<file path="src/rtl/beat_sequencer.sv">
// beat_sequencer: prescaled beat index with STOP/PLAY/PAUSE/DONE control feeding the music ROM.
// Optional seek (+/-16 beats) is compiled in with `define BEAT_SEQ_SEEK_EN.
module beat_sequencer #(
  parameter int LEN         = 512,
  parameter int TICK_DIV    = 4194304,
  parameter int SLOW_FACTOR = 2
) (
  input  logic        clk_i,
  input  logic        rst_ni,
  input  logic        play_i,
  input  logic        slow_i,
  input  logic        loop_i,
  input  logic        music_sel_i,
`ifdef BEAT_SEQ_SEEK_EN
  input  logic        seek_fwd_i,
  input  logic        seek_back_i,
`endif
  output logic [11:0] ibeat_o,
  output logic        en_o,
  output logic        beat_tick_o,
  output logic        song_end_o
);

  localparam int              SCW       = (SLOW_FACTOR > 1) ? $clog2(SLOW_FACTOR) : 1;
  localparam logic [11:0]     LAST      = 12'(LEN - 1);
  localparam logic [31:0]     PRE_LAST  = 32'(TICK_DIV - 1);
  localparam logic [SCW-1:0]  SLOW_LAST = SCW'(SLOW_FACTOR - 1);

  typedef enum logic [1:0] {ST_STOP, ST_PLAY, ST_PAUSE, ST_DONE} state_t;

  state_t         state_q, state_d;
  logic [11:0]    ibeat_q, ibeat_d;
  logic [31:0]    presc_q, presc_d;
  logic [SCW-1:0] slow_cnt_q, slow_cnt_d;
  logic           sel_q, sel_vld_q;
  logic           en_q, en_d;
  logic           tick_q, tick_d;
  logic           end_q, end_d;
  logic           sel_chg, terminal, advance;

  // sel_vld_q masks the first sample after reset so it is not seen as a song change
  assign sel_chg  = sel_vld_q && (music_sel_i != sel_q);
  assign terminal = (state_q == ST_PLAY) && (presc_q == PRE_LAST);
  assign advance  = terminal && (!slow_i || (slow_cnt_q == SLOW_LAST));

`ifdef BEAT_SEQ_SEEK_EN
  logic        seek_ok;
  logic [12:0] fwd_sum;
  logic [11:0] fwd_val, back_val;

  assign seek_ok  = ((state_q == ST_PLAY) || (state_q == ST_PAUSE)) && !sel_chg &&
                    (seek_fwd_i ^ seek_back_i);
  assign fwd_sum  = {1'b0, ibeat_q} + 13'd16;
  assign fwd_val  = (fwd_sum > {1'b0, LAST}) ? LAST : fwd_sum[11:0];
  assign back_val = (ibeat_q < 12'd16) ? 12'd0 : (ibeat_q - 12'd16);
`endif

  always_comb begin
    state_d    = state_q;
    ibeat_d    = ibeat_q;
    presc_d    = presc_q;
    slow_cnt_d = slow_cnt_q;
    tick_d     = 1'b0;
    end_d      = 1'b0;

    if (sel_chg) begin
      state_d    = ST_STOP;
      ibeat_d    = '0;
      presc_d    = '0;
      slow_cnt_d = '0;
    end else begin
      case (state_q)
        ST_STOP: begin
          ibeat_d    = '0;
          presc_d    = '0;
          slow_cnt_d = '0;
          if (play_i) state_d = ST_PLAY;
        end
        ST_PLAY: begin
          if (!play_i) state_d = ST_PAUSE;
          presc_d = (presc_q == PRE_LAST) ? '0 : (presc_q + 32'd1);
          if (advance) begin
            slow_cnt_d = '0;
            end_d      = (ibeat_q == LAST);
            if (ibeat_q != LAST) begin
              ibeat_d = ibeat_q + 12'd1;
              tick_d  = 1'b1;
            end else if (loop_i) begin
              ibeat_d = '0;
              tick_d  = 1'b1;
            end else begin
              state_d = ST_DONE;
            end
          end else if (!slow_i) begin
            slow_cnt_d = '0;
          end else if (terminal) begin
            slow_cnt_d = slow_cnt_q + 1'b1;
          end
        end
        ST_PAUSE: begin
          if (play_i) state_d = ST_PLAY;
        end
        ST_DONE: begin
          ibeat_d    = LAST;
          presc_d    = '0;
          slow_cnt_d = '0;
          if (!play_i) begin
            state_d = ST_STOP;
            ibeat_d = '0;
          end
        end
        default: state_d = ST_STOP;
      endcase

`ifdef BEAT_SEQ_SEEK_EN
      // a seek replaces any advance in the same cycle and restarts the beat period
      if (seek_ok) begin
        state_d    = play_i ? ST_PLAY : ST_PAUSE;
        ibeat_d    = seek_fwd_i ? fwd_val : back_val;
        presc_d    = '0;
        slow_cnt_d = '0;
        tick_d     = 1'b0;
        end_d      = 1'b0;
      end
`endif
    end

    en_d = (state_d == ST_PLAY);
  end

  always_ff @(posedge clk_i or negedge rst_ni) begin
    if (!rst_ni) begin
      state_q    <= ST_STOP;
      ibeat_q    <= '0;
      presc_q    <= '0;
      slow_cnt_q <= '0;
      sel_q      <= 1'b0;
      sel_vld_q  <= 1'b0;
      en_q       <= 1'b0;
      tick_q     <= 1'b0;
      end_q      <= 1'b0;
    end else begin
      state_q    <= state_d;
      ibeat_q    <= ibeat_d;
      presc_q    <= presc_d;
      slow_cnt_q <= slow_cnt_d;
      sel_q      <= music_sel_i;
      sel_vld_q  <= 1'b1;
      en_q       <= en_d;
      tick_q     <= tick_d;
      end_q      <= end_d;
    end
  end

  assign ibeat_o     = ibeat_q;
  assign en_o        = en_q;
  assign beat_tick_o = tick_q;
  assign song_end_o  = end_q;

endmodule

</file>
<file path="config.mk">
export PLATFORM = sky130hd
export DESIGN_NAME = beat_sequencer
export DESIGN_NICKNAME = d
export VERILOG_FILES = /design/src/rtl/beat_sequencer.sv
export SDC_FILE = /design/constraint.sdc
export NUM_CORES = 1
export LEC_CHECK = 0
export ABC_AREA = 1
export CAP_MARGIN = 20
export CORE_MARGIN = 5
export CORE_UTILIZATION = 50
export CTS_CLUSTER_SIZE = 10
export DETAILED_ROUTE_END_ITERATION = 10
export PLACE_DENSITY = 0.74
export SLEW_MARGIN = 5
export SYNTH_ARGS = -nofsm -noshare
export SYNTH_HDL_FRONTEND = slang
export SYNTH_SLANG_ARGS = --single-unit
</file>
<file path="constraint.sdc">
create_clock -name clk_i -period 1.8 [get_ports clk_i]
set_input_delay 0.27 -clock clk_i [delete_from_list [all_inputs] [get_ports clk_i]]
set_output_delay 0.27 -clock clk_i [all_outputs]
set_load 0.005 [all_outputs]
</file>
Word level (Yosys, flattened, before mapping)
Cells that the tools add are included.

cells by class
  equal/unequal tests = 11
  reductions and logical operators = 12
  $add $sub $neg = 3
  multiplexer cells = 30

operators by type and width
  operator                                                           number
  32-bit 2-to-1 mux                                                  2
  32-bit one-hot mux with 2 select lines                             1
  12-bit 2-to-1 mux                                                  4
  12-bit one-hot mux with 3 select lines                             1
  32-bit by 1-bit adder with 32-bit output, second input constant    1
  32-bit by 22-bit == test with 1-bit output, second input constant  1
  2-bit 2-to-1 mux                                                   7
  12-bit by 1-bit adder with 12-bit output, second input constant    1
  12-bit by 9-bit == test with 1-bit output, second input constant   1
  1-bit 2-to-1 mux                                                   12
  12-bit by 9-bit != test with 1-bit output, second input constant   1
  9-bit 2-to-1 mux                                                   1
  2-bit one-hot mux with 3 select lines                              1
  5-bit != test, second input constant                               1
  2-bit by 1-bit == test with 1-bit output, second input constant    2
  2-bit == test, second input constant                               2
  4-bit by 3-bit != test with 1-bit output, second input constant    1
  4-bit nonzero test                                                 1
  2-bit OR reduction                                                 2
  1-bit logical AND                                                  3
  3-bit != test, second input constant                               1
  3-bit AND reduction                                                1
  3-bit nonzero test                                                 1
  2-bit logical NOT                                                  1
  6 further kinds                                                    6

storage, ports and cells
  bits of input ports = 6
  output and inout bits = 15
  word-level logic and storage cells = 65
  register bits = 52

Longest topological paths before layout
Gate-level depths: netlist (run 1).

  depth after elaboration = 7
  depth in mapped cells = 13
  depth with buffers taken out = 12

Worst setup path before layout (run 1)
OpenSTA, ideal clock, no wires.

  path type = register to register
  start = register presc_q[0]
  end = register ibeat_q[5], in the netlist ibeat_o[5]
  data required time = 1.683 ns
  arrival = 1.585 ns
  path buffers = 1
  setup slack = 0.098 ns
  library setup time = 0.117 ns
  clock period less this slack = 1.702 ns
  cell stages (with the launch flop) = 14
  cells stage by stage = dfrtp_1 > ha_1 > inv_2 > nor2_2 > nand2_2 > nor2_4 > nand2_4 > nor2_4 > nand3_2 > nand2_4 > nand2_4 > buf_6 > nand2_1 > nand2_1

between the ends
  word-level cells in the longest chain between the ends = 5

RTL lines
  element                                     line  text
  from (decl)                                 33    logic [31:0] presc_q, presc_d;
  from (signal assigned)                      145   presc_q <= presc_d;
  32-bit by 22-bit == test with 1-bit output  43    assign terminal = (state_q == ST_PLAY) && (presc_q == PRE_LAST);
  1-bit logical AND                           43
  1-bit logical AND                           44    assign advance = terminal && (!slow_i || (slow_cnt_q == SLOW_LAST));
  3-bit != test (no source line)              --
  3-bit AND reduction (no source line)        --
  to (signal assigned)                        144   ibeat_q <= ibeat_d;
  to (decl)                                   32    logic [11:0] ibeat_q, ibeat_d;

Every way passes these cells.
A chain may end at the register's enable or synchronous reset.

Worst setup path in the final report (run 1)
  start = register presc_q[1]
  end = register ibeat_q[4], in the netlist ibeat_o[4]

The elaborated chain is that of the path after synthesis.

==> results of run 1 <==
==> Yosys cell counts <==
cell and count:
conb_1 1, nand2_2 4, nor2_1 86, o211ai_1 1, o21ai_1 4, a21o_1 1
a31oi_1 1, o21ai_0 10, clkinv_1 1, xor2_1 4, nand3b_1 3, o21bai_1 1
clkbuf_1 3, nor3b_1 5, a21boi_1 1, o22ai_1 2, buf_6 2, mux2i_1 1
nand3_2 2, nand2_4 3, o211a_1 1, and2_1 1, buf_2 5, or2_2 1
and3_1 2, nand2_1 155, nor2_4 3, nor4_1 1, ha_1 6, nand4_1 7
inv_1 45, nor2_2 6, xnor2_1 2, dfrtp_1 52, inv_2 7, nand3_1 46
nor3_1 12, buf_4 1, a21oi_1 21
==> state kept, by name, summed over array words and instances (netlist names) <==
signal / flops
presc_q: 32
ibeat_o: 12
state_q: 2
beat_tick_o: 1
en_o: 1
sel_q: 1
sel_vld_q: 1
slow_cnt_q: 1
song_end_o: 1
==> cells in the final DEF, fill, tap and decap left out, types with 2 or more instances in the layout <==
cell / Yosys / final
nor2_2: 6 / 10
buf_4: 1 / 46
nor2_1: 86 / 76
nor3_2: 0 / 2
xor2_1: 4 / 4
nor3_1: 12 / 10
buf_12: 0 / 3
ha_2: 0 / 3
clkdlybuf4s50_1: 0 / 19
nand3_1: 46 / 42
nand2_1: 155 / 153
a21oi_1: 21 / 19
nand3_4: 0 / 2
nor3b_1: 5 / 4
nand2_8: 0 / 2
o22ai_1: 2 / 2
clkbuf_8: 0 / 5
and3_1: 2 / 2
o21ai_2: 0 / 2
nand2_2: 4 / 6
ha_1: 6 / 2
nand4_1: 7 / 7
xnor2_1: 2 / 2
o21ai_0: 10 / 9
inv_1: 45 / 44
dfrtp_1: 52 / 52
inv_2: 7 / 7
buf_6: 2 / 2
nand3_2: 2 / 4
o21ai_1: 4 / 3
a21oi_2: 0 / 2
nor2_4: 3 / 9
nand3b_1: 3 / 3
==> stage by stage <==
stage,std cells,TNS (ns),utilization (%),cell area [um^2]
global route,658,-0.529,64.5,4340
floorplan,510,0,-,3420
finish,658,0,64.5,4340
CTS,652,0,61.5,4130
detailed placement,642,-3.32,59.5,4000
global placement,642,-2.58,59.5,4000
==> what timing repair did <==
| action | CTS | global route |
|---|---|---|
| endpoints found under the setup margin | 30 | 41 |
| setup buffers | 2 | 6 |
| hold endpoints to repair | 52 | 0 |
| hold buffers | 1 | 0 |
| pin swaps | 1 | 13 |
| resized for setup | 4 | 39 |
==> cell type report <==
class | instances | area, um^2 | share of cell area (%)
sequential | 52 | 1300 | 30.0
clock buffer | 5 | 68.8 | 1.59
clock inverter | 2 | 12.5 | 0.289
inverter | 53 | 201 | 4.65
tap | 80 | 100 | 2.31
multi-input combinational | 394 | 2020 | 46.6
timing repair buffer | 72 | 633 | 14.6
==> logic make-up after synthesis <==
kind of cell	Yosys count
DFF	52
other	1
xor gates and xnor gates	6
buffers and inverters	64
AOI/OAI and AO/OA	43
adders and majority gates	6
muxes	1
and+or+nand+nor	337
==> routing by layer <==
| metal | global-route usage, % | vias up | wire, um |
|---|---|---|---|
| met5 | 0 | - | 0 |
| li1 | - | 1757 | - |
| met4 | 6.59 | 0 | 99 |
| met3 | 3.57 | 7 | 482 |
| met2 | 36.6 | 130 | 4420 |
| met1 | 26.0 | 1591 | 3750 |
==> worst paths after layout <==
path / endpoint / slack [ns] / cells past startpoint
setup / recovery: ibeat_o[4] / 0.06 / 12
hold / removal: sel_q / 0.45 / 1
setup reg to reg: ibeat_o[4] / 0.06 / 12
hold reg to reg: slow_cnt_q / 0.52 / 2
max in group asynchronous: presc_q[10] / 1.06 / 3
min in group asynchronous: presc_q[26] / 0.48 / 3
==> where the power goes <==
group          total [mW]  leakage, nW  switching [mW]  internal [mW]
logic                2.06         1.19            1.14          0.917
clock network       0.660       0.0400           0.395          0.265
registers            1.33        0.716          0.0662           1.26
total                4.05         1.95            1.60           2.44
==> metrics.txt, run 1 <==
# TYPE chip_impl_metric gauge
chip_impl_metric{name="synthesis.yosys.warnings",unit=""} 0
chip_impl_metric{name="critPathMaxFanout",unit=""} 9
chip_impl_info{name="crit_start",value="presc_q[1]"} 1
chip_impl_metric{name="antenna_cells_inserted",unit=""} 0
chip_impl_info{name="timing.setup.critical_path_class",value="reg -> reg"} 1
chip_impl_info{name="regToRegStartpoint",value="presc_q[1]"} 1
chip_impl_metric{name="total_power",unit="mW"} 4.05
chip_impl_metric{name="syn_nets",unit=""} 522
chip_impl_metric{name="final.period_utilization",unit="%"} 96.6
chip_impl_metric{name="report.final.setup_viol",unit=""} 0
chip_impl_metric{name="pwr_density_cell",unit="mW/mm^2"} 934
chip_impl_metric{name="gp_congestion",unit=""} 0.906
chip_impl_info{name="tritoncts",value="built"} 1
chip_impl_metric{name="post_synthesis_share_of_cell_area_spent_on_xor_and_xnor_gates",unit="%"} 1.54
chip_impl_metric{name="finish.net_count",unit=""} 590
chip_impl_metric{name="crit_arrival",unit="ns"} 2.00
chip_impl_info{name="critical_path.startpoint_type",value="flop"} 1
chip_impl_metric{name="cp_slowest_stage_delay",unit="ns"} 0.38
chip_impl_info{name="post-synth-top-area-cell",value="dfrtp_1"} 1
chip_impl_metric{name="placeableCoreArea",unit="mm^2"} 0.00672
chip_impl_metric{name="grt_antenna_before_repair",unit=""} 0
chip_impl_info{name="timing.critical_path.cells",value="ha_2 -> inv_2 -> nor2_4 -> nand2_2 -> nor2_4 -> nand2_4 -> nor2_4 -> nand3_4 -> nand2_8 -> buf_12 -> nand3_1 -> nand2_1"} 1
chip_impl_metric{name="pin_count_of_the_biggest_net_entering_global_routing",unit=""} 53
chip_impl_metric{name="multiplexer_fraction_of_the_synthesized_cell_area",unit="%"} 0.293
chip_impl_metric{name="die_height",unit="um"} 92.7
chip_impl_info{name="hold_path_startpoint",value="music_sel_i"} 1
chip_impl_metric{name="route.vias.total",unit=""} 3485
chip_impl_metric{name="filler_cell_count",unit=""} 573
chip_impl_metric{name="static-leakage-power",unit="nW"} 1.95
chip_impl_metric{name="wirelength",unit="mm"} 8.75
chip_impl_metric{name="drive_above_1_share",unit="%"} 19.6
chip_impl_info{name="rsz0062_at_grt",value="true"} 1
chip_impl_metric{name="synth_largest_type_area_fraction",unit="%"} 38.0
chip_impl_info{name="dominant_combinational_cell_family_by_area_after_synthesis",value="simple AND/OR/NAND/NOR gates"} 1
chip_impl_info{name="synth_top_cells_by_area",value="dfrtp_1 (38%), nand2_1 (17%), nor2_1 (9.4%), nand3_1 (6.7%), inv_1 (4.9%)"} 1
chip_impl_metric{name="fraction_of_the_mapped_netlist_area_in_compound_gates",unit="%"} 6.84
chip_impl_metric{name="worst_skew_pair.late_latency",unit="ns"} 0.31
chip_impl_info{name="worst_path_dominant_cell_family",value="simple AND/OR/NAND/NOR gates"} 1
chip_impl_metric{name="chipWidth",unit="um"} 92.7
chip_impl_metric{name="post_synth_inst_count",unit=""} 510
chip_impl_metric{name="cts.sink_count",unit=""} 52
chip_impl_metric{name="final_worst_slack",unit="ns"} 0.0617
chip_impl_info{name="hold_path_class",value="in -> reg"} 1
chip_impl_metric{name="via_per_inst",unit=""} 5.30
chip_impl_info{name="critPathMostFrequentCell",value="nor2_4"} 1
chip_impl_metric{name="post_synth_fa_ha_maj_area_fraction",unit="%"} 2.19
chip_impl_metric{name="max_freq",unit="MHz"} 575
chip_impl_metric{name="holdWs",unit="ns"} 0.448
chip_impl_metric{name="synth-seq-cells",unit=""} 52
chip_impl_metric{name="timing_max_transition_violations_final",unit=""} 0
chip_impl_metric{name="dp_slack",unit="ns"} -0.197
chip_impl_metric{name="post_synth.cell_area_avg",unit="um^2"} 6.71
chip_impl_info{name="root_cell_of_the_clock_tree",value="clkbuf_8"} 1
chip_impl_metric{name="wire_length_of_the_first_global_routing_pass",unit="mm"} 14.7
chip_impl_metric{name="grt-ovfl-total",unit=""} 0
chip_impl_metric{name="placementRows",unit=""} 30
chip_impl_metric{name="io_buffers",unit=""} 20
chip_impl_metric{name="cts.htree.levels",unit=""} 2
chip_impl_metric{name="drt_first_pass_iters",unit=""} 5
chip_impl_metric{name="required_time_at_the_endpoint_of_the_critical_path",unit="ns"} 2.06
chip_impl_metric{name="clkTransAtPathRegs",unit="ns"} 0.10
chip_impl_metric{name="detailedRoute.firstIterationViolations",unit=""} 210
chip_impl_metric{name="ys_seq_area_share",unit="%"} 38.0
chip_impl_metric{name="grtUsageTotal",unit="%"} 20.8
chip_impl_metric{name="synth.cell_area",unit="mm^2"} 0.00342
chip_impl_metric{name="effective_utilization_at_floorplan",unit="%"} 50.9
chip_impl_metric{name="maximum_vdd_drop",unit="V"} 0.000525
chip_impl_metric{name="max-cap-violations",unit=""} 0
chip_impl_metric{name="final-hold-violation-count",unit=""} 0
chip_impl_metric{name="drc",unit=""} 0
chip_impl_metric{name="synth-simple-area-share",unit="%"} 43.3
chip_impl_metric{name="cts_buffers",unit=""} 5
chip_impl_metric{name="final.setup_skew",unit="ns"} 0.0159
chip_impl_metric{name="wl_per_cell",unit="um"} 13.3
chip_impl_metric{name="io-pin-count",unit=""} 21
chip_impl_info{name="critical-path-slowest-cell",value="dfrtp_1"} 1
chip_impl_info{name="outcome",value="finished, final reports clean"} 1
chip_impl_metric{name="yosys.cell_types.count",unit=""} 39
chip_impl_metric{name="first_global_vias",unit=""} 3309
chip_impl_metric{name="post-route-min-period",unit="ns"} 1.74
chip_impl_info{name="setup.worst_path.end_class",value="flop"} 1
chip_impl_metric{name="hpwl",unit="mm"} 6.38
chip_impl_metric{name="full_die_area",unit="mm^2"} 0.00860
chip_impl_metric{name="critPathBufInv",unit=""} 2
chip_impl_metric{name="cts.path.max_buffers",unit=""} 2
chip_impl_metric{name="syn2layout_area_growth",unit="%"} 26.7
chip_impl_metric{name="antenna_violating_nets_post_route",unit=""} 0
Note: power is estimated with default switching activity, not from simulation.
==> run 2: changes to the inputs <==
--- a/config.mk
+++ b/config.mk
@@ -6,11 +6,11 @@
 export NUM_CORES = 1
 export LEC_CHECK = 0
 export ABC_AREA = 1
-export CAP_MARGIN = 20
 export CORE_MARGIN = 5
 export CORE_UTILIZATION = 50
 export CTS_CLUSTER_SIZE = 10
 export DETAILED_ROUTE_END_ITERATION = 10
+export MAX_ROUTING_LAYER = met4
 export PLACE_DENSITY = 0.74
 export SLEW_MARGIN = 5
 export SYNTH_ARGS = -nofsm -noshare
==> metrics.txt, run 2 (same netlist as run 1, synthesis figures left out) <==
# TYPE chip_impl_metric gauge
chip_impl_metric{name="placed_cell_area",unit="mm^2"} 0.00400
chip_impl_info{name="rsz0062_at_grt",value="true"} 1
chip_impl_metric{name="filler_cell_count",unit=""} 582
chip_impl_metric{name="crit_arrival",unit="ns"} 2.02
chip_impl_info{name="mostFrequentLayoutCell",value="nand2_1"} 1
chip_impl_metric{name="design_area",unit="mm^2"} 0.00434
chip_impl_info{name="tritoncts",value="built"} 1
chip_impl_metric{name="effective_utilization_at_floorplan",unit="%"} 50.9
chip_impl_metric{name="required_time_at_the_endpoint_of_the_critical_path",unit="ns"} 2.05
chip_impl_metric{name="clkTransAtPathRegs",unit="ns"} 0.10
chip_impl_metric{name="syn2layout_area_growth",unit="%"} 26.8
chip_impl_info{name="hold_path_startpoint",value="music_sel_i"} 1
chip_impl_metric{name="timing_max_transition_violations_final",unit=""} 0
chip_impl_metric{name="pwr_density_cell",unit="mW/mm^2"} 957
chip_impl_metric{name="maximum_vdd_drop",unit="V"} 0.000394
chip_impl_metric{name="gp_congestion",unit=""} 0.903
chip_impl_metric{name="final-hold-violation-count",unit=""} 0
chip_impl_metric{name="max_freq",unit="MHz"} 567
chip_impl_metric{name="drt_first_pass_iters",unit=""} 5
chip_impl_info{name="outcome",value="finished, final reports clean"} 1
chip_impl_metric{name="area_used_by_multi_input_combinational_logic",unit="mm^2"} 0.00197
chip_impl_metric{name="static-leakage-power",unit="nW"} 1.98
chip_impl_metric{name="finish.net_count",unit=""} 592
chip_impl_metric{name="fin_tns_setup",unit="ns"} 0
chip_impl_info{name="root_cell_of_the_clock_tree",value="clkbuf_8"} 1
chip_impl_metric{name="max-cap-violations",unit=""} 0
chip_impl_info{name="regMostFlops",value="presc_q"} 1
chip_impl_metric{name="wirelength",unit="mm"} 8.92
chip_impl_metric{name="io-pin-count",unit=""} 21
chip_impl_metric{name="pin_count_of_the_biggest_net_entering_global_routing",unit=""} 53
chip_impl_metric{name="total_power",unit="mW"} 4.15
chip_impl_info{name="most-common-layout-cells",value="nand2_1 (154), nor2_1 (82), dfrtp_1 (52)"} 1
chip_impl_info{name="critical_path.startpoint_type",value="flop"} 1
chip_impl_metric{name="holdWs",unit="ns"} 0.461
chip_impl_info{name="timing.setup.critical_path_class",value="reg -> reg"} 1
chip_impl_info{name="hold_path_class",value="in -> reg"} 1
chip_impl_metric{name="cts.path.max_buffers",unit=""} 2
chip_impl_metric{name="cts.htree.levels",unit=""} 2
chip_impl_metric{name="grt_antenna_before_repair",unit=""} 0
chip_impl_metric{name="full_die_area",unit="mm^2"} 0.00860
chip_impl_metric{name="grtUsageTotal",unit="%"} 21.3
chip_impl_metric{name="register_area",unit="mm^2"} 0.00130
chip_impl_metric{name="first_global_vias",unit=""} 3348
chip_impl_info{name="setup.worst_path.end_class",value="flop"} 1
chip_impl_metric{name="route.vias.total",unit=""} 3497
chip_impl_metric{name="detailedRoute.firstIterationViolations",unit=""} 175
chip_impl_metric{name="wl_per_cell",unit="um"} 13.5
chip_impl_metric{name="wire_length_of_the_first_global_routing_pass",unit="mm"} 14.7
chip_impl_metric{name="via_per_inst",unit=""} 5.29
chip_impl_metric{name="placeableCoreArea",unit="mm^2"} 0.00672
chip_impl_metric{name="die_height",unit="um"} 92.7
chip_impl_metric{name="hpwl",unit="mm"} 6.49
chip_impl_metric{name="final.period_utilization",unit="%"} 97.9
chip_impl_metric{name="antenna_violating_nets_post_route",unit=""} 0
chip_impl_metric{name="placementRows",unit=""} 30
chip_impl_metric{name="grt-ovfl-total",unit=""} 0
chip_impl_metric{name="post-route-min-period",unit="ns"} 1.76
chip_impl_metric{name="io_buffers",unit=""} 20
chip_impl_metric{name="report.final.setup_viol",unit=""} 0
chip_impl_metric{name="final.setup_skew",unit="ns"} 0.0144
chip_impl_metric{name="worst_skew_pair.late_latency",unit="ns"} 0.31
chip_impl_metric{name="cts_buffers",unit=""} 5
chip_impl_info{name="crit_start",value="presc_q[0]"} 1
chip_impl_metric{name="critPathMaxFanout",unit=""} 6
chip_impl_metric{name="rrSetupSlack",unit="ns"} 0.04
chip_impl_info{name="regToRegStartpoint",value="presc_q[0]"} 1
chip_impl_metric{name="chipWidth",unit="um"} 92.7
chip_impl_metric{name="utilization",unit="%"} 64.6
chip_impl_metric{name="drc",unit=""} 0
chip_impl_metric{name="largest_register_ffs",unit=""} 32
chip_impl_metric{name="cts.sink_count",unit=""} 52
chip_impl_metric{name="antenna_cells_inserted",unit=""} 0
chip_impl_metric{name="drive_above_1_share",unit="%"} 18.4
run 2: cell types whose count changed in the layout (fill, tap and decap cells not counted), moves of 2 or more:
cell / previous run / this run
nand3_1: 42 / 40
nand3_2: 4 / 8
nand3_4: 2 / 0
nor2_1: 76 / 82
nor2_2: 10 / 6
nor2_4: 9 / 7
run 2: what timing repair did:
item                       in CTS  in global routing
hold endpoints to repair       52                  0
cloned                          0                  1
gates resized for setup         2                 27
setup endpoints to repair      29                 44
hold buffers                    1                  0
pin swaps                       0                 14
buffers inserted                1                  8
run 2: final cells by class:
type / count / share of cell area (%)
multi-input combinational: 394 / 45.3
timing repair buffer: 74 / 15.3
tap: 80 / 2.31
inverter: 53 / 4.58
clock buffer: 6 / 1.67
clock inverter: 2 / 0.807
sequential: 52 / 30.0
run 2: worst max-delay path, stage by stage (launching register included):
cell and delay [ns]:
dfrtp_1 0.38, ha_2 0.19, inv_2 0.05, nor2_4 0.11, nand2_2 0.08, nor2_4 0.16, nand2_4 0.09, nor2_4 0.10
nand3_2 0.10, nand2_4 0.14, clkbuf_16 0.17, nand3_1 0.07, nand2_1 0.06
run 2: layer usage:
layer	vias to the layer above	GRT usage, %	wire, um
met1	1607	25.7	3750
li1	1766	-	-
met3	23	3.74	433
met5	-	-	0
met2	101	36.4	4580
met4	0	6.59	153
run 2: per-stage QoR:
step	setup WS, ns	cells
3_5_place_dp	-0.225	642
2_1_floorplan	0.0984	510
5_1_grt	-0.0665	661
3_3_place_gp	-0.138	642
4_1_cts	-0.00175	652
6_report	0.0371	661
run 2: final timing paths:
path,to,cells past startpoint
min in group asynchronous,state_q[0],3
max in group asynchronous,presc_q[14],3
worst min-delay path,sel_q,1
worst max-delay path,ibeat_o[8],12
worst max register to register,ibeat_o[8],12
worst min register to register,slow_cnt_q,2
run 2: power breakdown:
part           switching [mW]  internal, mW  total [mW]
logic                    1.12         0.909        2.03
clock network           0.382         0.413       0.796
registers              0.0667          1.26        1.33
total                    1.57          2.58        4.15
==> run 3: changes to the inputs <==
--- a/config.mk
+++ b/config.mk
@@ -6,12 +6,14 @@
 export NUM_CORES = 1
 export LEC_CHECK = 0
 export ABC_AREA = 1
+export CELL_PAD_IN_SITES_DETAIL_PLACEMENT = 0
+export CELL_PAD_IN_SITES_GLOBAL_PLACEMENT = 1
 export CORE_MARGIN = 5
-export CORE_UTILIZATION = 50
+export CORE_UTILIZATION = 43
 export CTS_CLUSTER_SIZE = 10
 export DETAILED_ROUTE_END_ITERATION = 10
 export MAX_ROUTING_LAYER = met4
-export PLACE_DENSITY = 0.74
+export PLACE_DENSITY = 0.85
 export SLEW_MARGIN = 5
 export SYNTH_ARGS = -nofsm -noshare
 export SYNTH_HDL_FRONTEND = slang
==> metrics.txt, run 3 (same netlist as run 1, synthesis figures left out) <==
# TYPE chip_impl_metric gauge
chip_impl_metric{name="cts.htree.levels",unit=""} 2
chip_impl_metric{name="pin_count_of_the_biggest_net_entering_global_routing",unit=""} 53
chip_impl_metric{name="rrSetupSlack",unit="ns"} 0.06
chip_impl_metric{name="pwr_density_cell",unit="mW/mm^2"} 932
chip_impl_metric{name="crit_arrival",unit="ns"} 1.94
chip_impl_metric{name="placementRows",unit=""} 32
chip_impl_metric{name="final_worst_slack",unit="ns"} 0.0644
chip_impl_info{name="rsz0062_at_grt",value="true"} 1
chip_impl_metric{name="grtUsageTotal",unit="%"} 19.3
chip_impl_metric{name="min_path_cells",unit=""} 1
chip_impl_metric{name="io_buffers",unit=""} 20
chip_impl_metric{name="critPathMaxFanout",unit=""} 6
chip_impl_metric{name="max-cap-violations",unit=""} 0
chip_impl_metric{name="effective_utilization_at_floorplan",unit="%"} 44.3
chip_impl_metric{name="wire_length_of_the_first_global_routing_pass",unit="mm"} 15.3
chip_impl_metric{name="static-leakage-power",unit="nW"} 1.94
chip_impl_metric{name="required_time_at_the_endpoint_of_the_critical_path",unit="ns"} 2.00
chip_impl_metric{name="antenna_cells_inserted",unit=""} 0
chip_impl_info{name="worst_hold_endpoint",value="sel_q"} 1
chip_impl_info{name="most-common-layout-cells",value="nand2_1 (152), nor2_1 (81), dfrtp_1 (52)"} 1
chip_impl_info{name="hold_path_startpoint",value="music_sel_i"} 1
chip_impl_metric{name="largest_register_ffs",unit=""} 32
chip_impl_metric{name="cts.sink_count",unit=""} 52
chip_impl_metric{name="placed_cell_area",unit="mm^2"} 0.00403
chip_impl_metric{name="max_freq",unit="MHz"} 576
chip_impl_info{name="outcome",value="finished, final reports clean"} 1
chip_impl_metric{name="grt-ovfl-total",unit=""} 0
chip_impl_metric{name="wl_per_cell",unit="um"} 13.0
chip_impl_info{name="critical-path-slowest-cell",value="dfrtp_1"} 1
chip_impl_info{name="timing.setup.critical_path_class",value="reg -> reg"} 1
chip_impl_metric{name="drt_first_pass_iters",unit=""} 5
chip_impl_info{name="hold_path_class",value="in -> reg"} 1
chip_impl_info{name="timing.critical_path.cells",value="nand2_1 -> nor2_1 -> nand3_2 -> inv_2 -> nand3b_1 -> nand3_2 -> nand2_4 -> buf_4 -> nand3_1 -> nand2_1"} 1
chip_impl_metric{name="route.vias.total",unit=""} 3403
chip_impl_info{name="tritoncts",value="built"} 1
chip_impl_metric{name="syn2layout_area_growth",unit="%"} 25.5
chip_impl_metric{name="finish.net_count",unit=""} 589
chip_impl_metric{name="r2r_cells",unit=""} 10
chip_impl_metric{name="worst_skew_pair.late_latency",unit="ns"} 0.31
chip_impl_metric{name="dp_slack",unit="ns"} -0.198
chip_impl_metric{name="critPathBufInv",unit=""} 2
chip_impl_info{name="worst_path_dominant_cell_family",value="simple AND/OR/NAND/NOR gates"} 1
chip_impl_metric{name="cts.path.max_buffers",unit=""} 2
chip_impl_metric{name="placed_cells",unit=""} 665
chip_impl_info{name="setup.worst_path.end_class",value="flop"} 1
chip_impl_metric{name="design_area",unit="mm^2"} 0.00430
chip_impl_metric{name="fin_cells",unit=""} 680
chip_impl_metric{name="die_height",unit="um"} 99.2
chip_impl_info{name="regToRegStartpoint",value="ibeat_o[7]"} 1
chip_impl_metric{name="chipWidth",unit="um"} 99.2
chip_impl_info{name="critical_path.startpoint_type",value="flop"} 1
chip_impl_metric{name="hpwl",unit="mm"} 6.65
chip_impl_metric{name="detailedRoute.firstIterationViolations",unit=""} 218
chip_impl_metric{name="cp_slowest_stage_delay",unit="ns"} 0.45
chip_impl_metric{name="placeableCoreArea",unit="mm^2"} 0.00773
chip_impl_metric{name="total_power",unit="mW"} 4.00
chip_impl_metric{name="gp_congestion",unit=""} 0.908
chip_impl_metric{name="full_die_area",unit="mm^2"} 0.00984
chip_impl_metric{name="final.period_utilization",unit="%"} 96.4
chip_impl_metric{name="final-hold-violation-count",unit=""} 0
chip_impl_metric{name="report.final.setup_viol",unit=""} 0
chip_impl_metric{name="first_global_vias",unit=""} 3293
chip_impl_metric{name="wirelength",unit="mm"} 8.87
chip_impl_metric{name="timing_max_transition_violations_final",unit=""} 0
chip_impl_metric{name="antenna_violating_nets_post_route",unit=""} 0
chip_impl_metric{name="cts_buffers",unit=""} 5
chip_impl_info{name="root_cell_of_the_clock_tree",value="clkbuf_8"} 1
chip_impl_metric{name="io-pin-count",unit=""} 21
chip_impl_metric{name="maximum_vdd_drop",unit="V"} 0.000325
chip_impl_metric{name="post-route-min-period",unit="ns"} 1.74
chip_impl_metric{name="drc",unit=""} 0
chip_impl_info{name="mostFrequentLayoutCell",value="nand2_1"} 1
chip_impl_info{name="regMostFlops",value="presc_q"} 1
chip_impl_metric{name="clkTransAtPathRegs",unit="ns"} 0.10
chip_impl_metric{name="grt_antenna_before_repair",unit=""} 0
chip_impl_metric{name="drive_above_1_share",unit="%"} 17.8
chip_impl_metric{name="via_per_inst",unit=""} 5.00
chip_impl_metric{name="final.setup_skew",unit="ns"} 0.0137
chip_impl_info{name="timing.rr.end",value="ibeat_o[10]"} 1
## run 3: changes by cell type in the layout (fill, tap and decap cells not counted), moves of 2 or more
cell     delta
nor2_2      +2
nand3_1     +4
nand2_2     +2
nand2_1     -2
nand3_2     -5
buf_4       -2
## run 3: how the worst max path moves through the flow
stage / start / endpoint / slack [ns] / depth (start not counted)
2_1_floorplan: presc_q[0] / ibeat_o[5] / 0.1 / 13
3_3_place_gp: music_sel_i / presc_q[22] / -0.18 / 11
3_5_place_dp: music_sel_i / presc_q[12] / -0.20 / 10
4_1_cts: presc_q[0] / presc_q[12] / 0.006 / 10
5_1_grt: ibeat_o[7] / en_o / -0.05 / 10
6_report: ibeat_o[7] / ibeat_o[10] / 0.06 / 10
## run 3: per-stage QoR
stage               utilization (%)  hold slack (ns)  setup TNS, ns
detailed placement             52.2            0.297          -4.12
global placement               52.2            0.294          -3.09
finish                         55.6            0.445              0
global route                   55.6            0.429         -0.270
CTS                            54.1            0.435              0
floorplan                         -          -0.0256              0
## run 3: repair_timing
action,in CTS,in global routing
endpoints found under the setup margin,33,43
hold endpoints to repair,52,0
pin swaps,2,7
hold buffers,1,0
resized for setup,4,24
setup buffers,3,3
## run 3: layout make-up
type	instances	area, um^2
clock buffers	7	86.3
clock inverters	1	7.51
fillers	776	3430
inverters	53	199
multi-input cells	394	1960
flip-flops and latches	52	1300
well taps	102	128
repair buffers	71	617
## run 3: per-layer routing
metal	up-vias	track usage (%)	share of wire (%)
li1	1754	-	-
met1	1585	23.7	45
met2	58	33.6	51
met3	6	2.81	3.1
met4	0	4.41	0.91
met5	-	-	0
## run 3: report_power, final
part / internal [mW] / switching [mW] / total (mW) / leakage, nW
Clock: 0.314 / 0.404 / 0.718 / 0.0445
Combinational: 0.872 / 1.08 / 1.96 / 1.18
Sequential: 1.26 / 0.0663 / 1.33 / 0.716
Total: 2.45 / 1.56 / 4.00 / 1.94
